## src/rtl/oled_pkg.sv

```systemverilog
// Shared definitions for the OLED control sequencer: init command ROM,
// panel command constants and the sequencer state encoding.
package oled_pkg;

  localparam int unsigned N_INIT_PRE   = 5;
  localparam int unsigned N_INIT_TOTAL = 12;
  localparam int unsigned ROM_IDX_W    = 4;

  localparam logic [ROM_IDX_W-1:0] PRE_END   = ROM_IDX_W'(N_INIT_PRE);
  localparam logic [ROM_IDX_W-1:0] TOTAL_END = ROM_IDX_W'(N_INIT_TOTAL);

  localparam logic [7:0] DISPLAY_OFF = 8'hAE;
  localparam logic [7:0] DISPLAY_ON  = 8'hAF;

  // Entry [0] is sent first; [0..4] before VBAT, [5..11] after.
  localparam logic [N_INIT_TOTAL-1:0][7:0] INIT_ROM = {
    DISPLAY_ON, 8'h20, 8'hDA, 8'hC8, 8'hA1, 8'h0F, 8'h81,
    8'hF1, 8'hD9, 8'h14, 8'h8D, DISPLAY_OFF
  };

  typedef enum logic [3:0] {
    ST_VDD_ON,
    ST_WAIT_VDD,
    ST_RES_LO,
    ST_RES_HI,
    ST_CMD_A,
    ST_VBAT_ON,
    ST_WAIT_VBAT,
    ST_CMD_B,
    ST_READY,
    ST_LOAD,
    ST_PRE,
    ST_HOLD,
    ST_DROP
  } seq_state_t;

endpackage

```

## src/rtl/oled_delay_timer.sv

```systemverilog
// Reusable delay timer: after a one-cycle start pulse, done pulses on the
// last of units*DLY_UNIT_CYCLES cycles (the start cycle counts as the first).
// A total of 0 or 1 cycles gives done in the start cycle itself.
module oled_delay_timer
  #(parameter int unsigned DLY_UNIT_CYCLES = 100000)
  (
    input  logic       clock,
    input  logic       reset,
    input  logic       start,
    input  logic [7:0] units,
    output logic       done
  );

  localparam int unsigned MAX_CYCLES = 100 * DLY_UNIT_CYCLES;
  localparam int unsigned CNT_W      = $clog2(MAX_CYCLES + 1);

  logic [31:0]      total;
  logic [CNT_W-1:0] cnt;
  logic             active;

  assign total = 32'(units) * DLY_UNIT_CYCLES;

  // Down-counter; remaining cycles including the current one once active.
  always_ff @(posedge clock or negedge reset) begin
    if (!reset) begin
      cnt    <= '0;
      active <= 1'b0;
    end else if (start) begin
      cnt    <= CNT_W'(total - 32'd1);
      active <= (total > 32'd1);
    end else if (active) begin
      if (cnt == CNT_W'(1)) active <= 1'b0;
      else                  cnt    <= cnt - CNT_W'(1);
    end
  end

  // Done pulse: immediate for short delays, else when the count expires.
  always_comb begin
    done = (start && (total <= 32'd1)) || (active && (cnt == CNT_W'(1)));
  end

endmodule

```

## src/rtl/oled_ctrl_sequencer.sv

```systemverilog
// OLED control sequencer: SSD1306 power-up/init, then forwards command and
// data bytes from the display logic to the SPI byte transmitter.
module oled_ctrl_sequencer
  import oled_pkg::*;
  #(
    parameter int unsigned DLY_UNIT_CYCLES = 100000,
    parameter int unsigned VDD_DLY_UNITS   = 1,
    parameter int unsigned RES_DLY_UNITS   = 1,
    parameter int unsigned VBAT_DLY_UNITS  = 100
  )
  (
    input  logic       clock,
    input  logic       reset,
    input  logic       wr_valid,
    input  logic       wr_dc,
    input  logic [7:0] wr_byte,
    output logic       wr_ready,
    output logic       init_done,
    output logic       busy,
    output logic       spi_load,
    output logic [7:0] spi_din,
    input  logic       spi_done,
    output logic       oled_dc,
    output logic       oled_res_n,
    output logic       oled_vdd_n,
    output logic       oled_vbat_n
  );

  seq_state_t           state;
  seq_state_t           ret_state;
  logic [ROM_IDX_W-1:0] rom_idx;
  logic [7:0]           tx_byte;
  logic                 tx_dc;
  logic                 tmr_start;
  logic [7:0]           tmr_units;
  logic                 tmr_done;
  logic                 done_meta;
  logic                 done_sync;

  oled_delay_timer #(.DLY_UNIT_CYCLES(DLY_UNIT_CYCLES)) u_timer (
    .clock (clock),
    .reset (reset),
    .start (tmr_start),
    .units (tmr_units),
    .done  (tmr_done)
  );

  // Bring transmitter done from the slow SPI clock domain into ours.
  always_ff @(posedge clock or negedge reset) begin
    if (!reset) begin
      done_meta <= 1'b0;
      done_sync <= 1'b0;
    end else begin
      done_meta <= spi_done;
      done_sync <= done_meta;
    end
  end

  // Main sequencer. Every byte goes through LOAD/PRE/HOLD/DROP and then
  // returns to ret_state, which picks the next byte or the next phase.
  always_ff @(posedge clock or negedge reset) begin
    if (!reset) begin
      state       <= ST_VDD_ON;
      ret_state   <= ST_VDD_ON;
      rom_idx     <= '0;
      tx_byte     <= '0;
      tx_dc       <= 1'b0;
      tmr_start   <= 1'b0;
      tmr_units   <= '0;
      spi_load    <= 1'b0;
      spi_din     <= '0;
      oled_dc     <= 1'b0;
      oled_res_n  <= 1'b1;
      oled_vdd_n  <= 1'b1;
      oled_vbat_n <= 1'b1;
      wr_ready    <= 1'b0;
      init_done   <= 1'b0;
      busy        <= 1'b1;
    end else begin
      tmr_start <= 1'b0;
      case (state)
        ST_VDD_ON: begin
          oled_vdd_n <= 1'b0;
          tmr_units  <= 8'(VDD_DLY_UNITS);
          tmr_start  <= 1'b1;
          state      <= ST_WAIT_VDD;
        end
        ST_WAIT_VDD: if (tmr_done) begin
          oled_res_n <= 1'b0;
          tmr_units  <= 8'(RES_DLY_UNITS);
          tmr_start  <= 1'b1;
          state      <= ST_RES_LO;
        end
        ST_RES_LO: if (tmr_done) begin
          oled_res_n <= 1'b1;
          tmr_units  <= 8'(RES_DLY_UNITS);
          tmr_start  <= 1'b1;
          state      <= ST_RES_HI;
        end
        ST_RES_HI: if (tmr_done) begin
          rom_idx <= '0;
          state   <= ST_CMD_A;
        end
        ST_CMD_A: begin
          if (rom_idx < PRE_END) begin
            tx_byte   <= INIT_ROM[rom_idx];
            tx_dc     <= 1'b0;
            rom_idx   <= rom_idx + ROM_IDX_W'(1);
            ret_state <= ST_CMD_A;
            state     <= ST_LOAD;
          end else begin
            state <= ST_VBAT_ON;
          end
        end
        ST_VBAT_ON: begin
          oled_vbat_n <= 1'b0;
          tmr_units   <= 8'(VBAT_DLY_UNITS);
          tmr_start   <= 1'b1;
          state       <= ST_WAIT_VBAT;
        end
        ST_WAIT_VBAT: if (tmr_done) state <= ST_CMD_B;
        ST_CMD_B: begin
          if (rom_idx < TOTAL_END) begin
            tx_byte   <= INIT_ROM[rom_idx];
            tx_dc     <= 1'b0;
            rom_idx   <= rom_idx + ROM_IDX_W'(1);
            ret_state <= ST_CMD_B;
            state     <= ST_LOAD;
          end else begin
            init_done <= 1'b1;
            wr_ready  <= 1'b1;
            busy      <= 1'b0;
            state     <= ST_READY;
          end
        end
        ST_READY: if (wr_valid && wr_ready) begin
          tx_byte   <= wr_byte;
          tx_dc     <= wr_dc;
          wr_ready  <= 1'b0;
          busy      <= 1'b1;
          ret_state <= ST_READY;
          state     <= ST_LOAD;
        end
        ST_LOAD: begin
          spi_din <= tx_byte;
          oled_dc <= tx_dc;
          state   <= ST_PRE;
        end
        // A stale done from a previous transfer must clear before loading.
        ST_PRE: if (!done_sync) begin
          spi_load <= 1'b1;
          state    <= ST_HOLD;
        end
        ST_HOLD: if (done_sync) begin
          spi_load <= 1'b0;
          state    <= ST_DROP;
        end
        ST_DROP: if (!done_sync) begin
          state <= ret_state;
          if (ret_state == ST_READY) begin
            wr_ready <= 1'b1;
            busy     <= 1'b0;
          end
        end
        default: state <= ST_VDD_ON;
      endcase
    end
  end

endmodule

```

## config.mk

```make
export PLATFORM = sky130hd
export DESIGN_NAME = oled_ctrl_sequencer
export DESIGN_NICKNAME = d
export VERILOG_FILES = /design/src/rtl/oled_pkg.sv /design/src/rtl/oled_delay_timer.sv /design/src/rtl/oled_ctrl_sequencer.sv
export SDC_FILE = /design/constraint.sdc
export NUM_CORES = 1
export LEC_CHECK = 0
export ABC_CLOCK_PERIOD_IN_PS = 7300
export CORE_UTILIZATION = 51
export DETAILED_ROUTE_END_ITERATION = 8
export PLACE_DENSITY = 0.69
export SLEW_MARGIN = 40
export SYNTH_ARGS = -nofsm -noshare
export SYNTH_HDL_FRONTEND = slang
export SYNTH_HIERARCHICAL = 1
export SYNTH_SLANG_ARGS = --single-unit
```

## constraint.sdc

```tcl
create_clock -name clock -period 7.3 [get_ports clock]
set_input_delay 1.825 -clock clock [delete_from_list [all_inputs] [get_ports clock]]
set_output_delay 1.825 -clock clock [all_outputs]
set_load 0.1 [all_outputs]
```

=== Word-level counts from Yosys, hierarchy flattened ===
Memories as Yosys holds them, arrays and structs flattened.
Cells that the tools add are included.

* Flip-flop bits (word level): 73
* Bits in read-only memories: 128
* Word-level logic and storage cells: 136
* Memories: 1

* $add $sub $neg: 3
* Multipliers: 1
* Order comparisons: 5
* Eq/ne operators: 28
* Multiplexer cells: 54
* Bitwise operators: 1
* Reductions and logical operators: 23

{| class="wikitable"
|+ Memories
! memory !! depth !! width !! rd ports !! clocked after memory_dff !! wr ports !! line !! text
|-
| (no name shown) || 16 || 8 || 1 || 0 || 0 || oled_ctrl_sequencer.sv:124 || <nowiki>tx_byte <= INIT_ROM[rom_idx];</nowiki>
|}

{| class="wikitable"
|+ Operators with widths
! cell !! count
|-
| two-way mux 24 bit || 3
|-
| two-way mux 4 bit || 15
|-
| one-hot mux 4 bit (13 select lines) || 1
|-
| one-hot mux 8 bit (3 select lines) || 2
|-
| subtractor 24 x 1 -> 24 bit (second input constant) || 2
|-
| two-way mux 8 bit || 5
|-
| inequality test 2 bit (second input constant) || 13
|-
| > comparator 25 x 1 -> 1 bit (second input constant) || 1
|-
| less-or-equal comparator 25 x 1 -> 1 bit (second input constant) || 1
|-
| equality test 24 x 1 -> 1 bit (second input constant) || 1
|-
| equality test 4 bit (second input constant) || 6
|-
| one-hot mux 4 bit (3 select lines) || 2
|-
| multiplier 8 x 12 -> 20 bit (second input constant) || 1
|-
| two-way mux 1 bit || 20
|-
| equality test 4 x 3 -> 1 bit (second input constant) || 4
|-
| nonzero test 3 bit || 4
|-
| one-hot mux 1 bit (3 select lines) || 3
|-
| equality test 4 x 2 -> 1 bit (second input constant) || 2
|-
| AND reduction 4 bit || 2
|-
| AND reduction 8 bit || 1
|-
| one-hot mux 1 bit (2 select lines) || 3
|-
| AND reduction 2 bit || 3
|-
| AND reduction 3 bit || 2
|-
| nonzero test 2 bit || 3
|-
| other kinds (12) || 15
|}

=== Depth between registers and ports, before layout ===
* Depth after elaboration: 6
* Depth in mapped cells: 19
* Depth with buffers taken out: 18

=== By module ===
Netlist, hierarchy kept.

{| class="wikitable"
|+ By module, submodules not included
! module !! times used !! cells an instance !! area each (µm²) !! seq. area each (µm²)
|-
| oled_delay_timer || 1 || 390 || 3468.3 || 625.6
|-
| oled_ctrl_sequencer || 1 || 226 || 2316.0 || 1031.0
|}

=== Worst setup path after synthesis ===
No wires, ideal clock.

* Kind: reg-to-reg
* From: register tmr_units[5]
* To: register state[2]
* Data arrival time: 4.963 ns
* Path slack: 2.237 ns
* Stages on the path, launching flop included: 20
* Path buffers: 1
* Clock period less this slack: 5.063 ns
* Cells stage by stage: dfrtp_1 > ha_1 > ha_1 > inv_1 > fa_1 > inv_1 > fa_1 > ha_1 > clkbuf_1 > a211o_1 > and3_4 > or3_1 > a32oi_2 > and4b_1 > and3_1 > a31o_1 > nor4b_1 > a211oi_1 > nand3_1 > o32ai_1

* Cells in the longest elaborated chain, start to end: 6
* Elaborated cells between the ends (all ways): 9
* Those cells by class: mul (1); order compare (1); eq/ne (4); reduce/logical (3)

{| class="wikitable"
|+ RTL lines
! item !! line !! text
|-
| start, declared || oled_ctrl_sequencer.sv:35 || <nowiki>logic [7:0] tmr_units;</nowiki>
|-
| start signal, assigned || oled_ctrl_sequencer.sv:84 || <nowiki>tmr_units <= 8'(VDD_DLY_UNITS);</nowiki>
|-
| start signal, assigned || oled_ctrl_sequencer.sv:90 || <nowiki>tmr_units <= 8'(RES_DLY_UNITS);</nowiki>
|-
| start signal, assigned || oled_ctrl_sequencer.sv:96 || <nowiki>tmr_units <= 8'(RES_DLY_UNITS);</nowiki>
|-
| multiplier 8 x 12 -> 20 bit * || oled_delay_timer.sv:21 || <nowiki>assign total = 32'(units) * DLY_UNIT_CYCLES;</nowiki>
|-
| less-or-equal comparator 25 x 1 -> 1 bit * || oled_delay_timer.sv:39 || <nowiki>done = (start && (total <= 32'd1)) || (active && (cnt == CNT_W'(1)));</nowiki>
|-
| logical AND 1 bit * || oled_delay_timer.sv:39 ||
|-
| logical OR 1 bit * || oled_delay_timer.sv:39 ||
|-
| via tmr_done || oled_ctrl_sequencer.sv:36 || <nowiki>logic tmr_done;</nowiki>
|-
| inequality test 2 bit (no source line) || -- ||
|-
| AND reduction 8 bit (no source line) * || -- ||
|-
| end signal, assigned || oled_ctrl_sequencer.sv:159 || <nowiki>state <= ret_state;</nowiki>
|-
| end, declared || oled_ctrl_sequencer.sv:29 || <nowiki>seq_state_t state;</nowiki>
|}

The timed path passes the listed nets; every way through them passes the cells marked *.
A chain may end at the register's enable or synchronous reset.

=== Final worst setup path ===
Same ends and word-level chain as after synthesis.

==> impl_metrics.yaml <==
run_status:
  status: "completed"
route:
  drt-initial-drc-count: 236
  wl_per_cell_um: 16.1
  dr.pass1.iters: 5
  final_antenna_net_count: 0
  vias_per_cell: 5.94
  totalWireLength_um: 12700
  drc_errors: 0
  vias: 4695
synthesis:
  synth_area_leaders: "dfrtp_1 27%, ha_1 13%, fa_1 4.2%"
  ys.flop_type: "dfrtp_1"
  netlist.area_leader.share_pct: 26.8
  ys_seq_elements: 66
  synth_edf_count: 0
  synth_area_mm2: 0.00578
  async_reset_ff_share_pct: 100
  ys_seq_area_share_pct: 28.6
  ys_types: 84
  synth_area_per_cell_um2: 9.39
  syn_inst: 616
  synth.yosys.warnings: 6
  synth_area_leader_cell: "dfrtp_1"
layout:
  fin_cells: 791
  final_common_cell: "dfrtp_1"
  drive_gt1_share_pct: 11.5
  final_cell_mix: "62 x dfrtp_1, 59 x ha_1, 44 x nand2_1, 30 x nor2_1, 25 x o21ai_0"
  multiInputGateArea_mm2: 0.00396
  nNetsFinal: 730
  n_antenna_cell: 0
  area_growth_pct: 10.2
  n_fill_cell: 992
  regArea_mm2: 0.00166
  fin_util_pct: 58.3
placement:
  dpl.cell_count: 775
  place_ws_ns: 1.75
  gp_congestion: 0.855
  port_buffers: 28
  hpwl_um: 9600
timing:
  setup_tns_ns: 0
  rsz0062_at_grt: "no"
  fin_crit_sh_pct: 76.6
  skew_ns: 0.00845
  worstMarginPinSlew_ns: 0.786
  fmax_ghz: 0.179
  hold_viol: 0
  whs_ns: 0.352
  slew_headroom_pct: 47.6
  period_minus_slack_ns: 5.59
  drv_slew: 0
  setup_viol: 0
  setup_ws_ns: 1.71
global_routing:
  grt_busiest_layer: "met2"
  grt_util_met2_pct: 35.2
  gr-usage-met1_pct: 32.5
  grt_usage_pct: 22.9
  grt_max_degree: 67
  globalRouteMet3Util_pct: 3.98
  grt_first_pass_wirelength_um: 21100
  grt_antenna_before_repair: 0
  grt.overflow.total: 0
  grt_pass1_vias: 4470
clocking:
  htreeDepth: 3
  cts-root-buf: "clkbuf_16"
  hold_buffers: 0
  cts_made_buffers: 9
  clkTransAtPathRegs_ns: 0.06
  ctsResizeCount: 0
  clk_latency_ns: 0.33
  cts_tree: "built"
  cts.sinks: 66
  clock_path_buffers: 2
  cts_setup_buffers: 0
critical_path:
  cp_max_fo: 14
  critPathTopFamily: "compound AO/OA/AOI/OAI gates"
  crit_chain: "ha_1 -> ha_1 -> fa_1 -> ha_1 -> ha_1 -> a21oi_1 -> o21ai_1 -> a32o_1 -> or4_1 -> a21oi_1 -> and3_1 -> a31o_1 -> nor4b_1 -> a211oi_1 -> nand3_1 -> o32ai_1"
  cp.arrival_ns: 5.81
  end_kind: "flip-flop"
  max_stage_delay_ns: 0.67
  crit_path_top_delay_cell: "dfrtp_1"
  startpoint_type: "flip-flop"
  crit_type: "flip-flop to flip-flop"
  path_buf_inv: 0
  crit_required_ns: 7.52
  path_common_cell: "ha_1"
die:
  core_area_mm2: 0.0109
  row_count: 38
  fp.dieW_um: 108
  die_h_um: 108
  ios: 29
  dieArea_mm2: 0.0118
  initial_utilization_pct: 52.9
pwr:
  vdd_drop_max_v: 0.000107
  p_leak_nw: 2.97
  p_per_area_mw_per_mm2: 165
job:
  maxCapViolCount: 0
hold_path:
  min_path_type: "flip-flop to flip-flop"
state kept, by name, summed over array words and instances, names as in the netlist, 2 cells and up:
| name | count |
|---|---|
| tx_byte | 8 |
| state | 4 |
| rom_idx | 4 |
| ret_state | 3 |
| u_timer/cnt | 24 |
| spi_din | 8 |
| tmr_units | 2 |
final timing paths:
check                             startpoint              to  slack [ns]  cells past startpoint
worst max-delay path            tmr_units[5]        state[2]        1.71                     16
worst min-delay path               done_meta       done_sync        0.35                      0
worst max register to register  tmr_units[5]        state[2]        1.71                     16
worst min register to register     done_meta       done_sync        0.35                      0
max in group asynchronous              reset      spi_din[5]        5.27                      2
min in group asynchronous              reset  u_timer/cnt[4]        1.56                      2
cell usage after synthesis, drive strengths merged (4+ instances only):
master and count:
fa 12, nor4 11, nand2b 19, ha 59, or2 7, o31ai 8
mux2i 14, a31oi 5, nand2 44, a211o 5, xnor2 19, xor2 19
dfstp 4, dfrtp 62, nor2b 5, a211oi 8, o21a 8, nand3 18
nor3 18, or3 12, nor2 31, mux2 15, and2 10, a21oi 23
and3 6, clkbuf 14, inv 24, a22o 4, buf 13, nand4 6
o211ai 5, o21ai 35, a21o 12
kinds of logic (layout without fill, tap and decap cells):
family                     count (synthesis)  count (layout)  share of synthesized area [%]
and+or+nand+nor                          206             206                           20.0
AOI/OAI and AO/OA                        154             154                           19.0
adders and majority gates                 71              71                           16.9
DFF                                       66              66                           28.6
buffers and inverters                     51              70                           4.00
xor gates and xnor gates                  38              38                           5.75
muxes                                     29              29                           5.67
other                                      1              17                         0.0648
routing by layer:
layer	vias to the layer above	share of wire, %
met4	0	1.6
li1	2318	-
met2	77	45
met3	18	2.7
met1	2282	50
met5	-	0
final cells by class:
| cell class | count | share of cell area [%] |
|---|---|---|
| clock buffer | 10 | 3.75 |
| clock inverter | 6 | 0.648 |
| inverter | 24 | 1.41 |
| multi-input combinational | 515 | 62.1 |
| sequential | 66 | 26.0 |
| tap | 140 | 2.75 |
| timing repair buffer | 30 | 3.36 |
report_power, final:
part           total [mW]  internal (mW)  switching (mW)  leakage [nW]
Combinational       0.235          0.100           0.134          2.01
Clock               0.405          0.239           0.166         0.131
Sequential          0.412          0.388          0.0239         0.828
Total                1.05          0.727           0.325          2.97
through the flow:
| step | area, µm² | total power, mW |
|---|---|---|
| after floorplan | 5840 | 0.591 |
| after global placement | 6170 | 0.641 |
| after detailed placement | 6090 | 0.648 |
| after CTS | 6370 | 1.06 |
| after global routing | 6370 | 1.10 |
| final | 6370 | 1.05 |
Note: power is estimated with default switching activity, not from simulation.
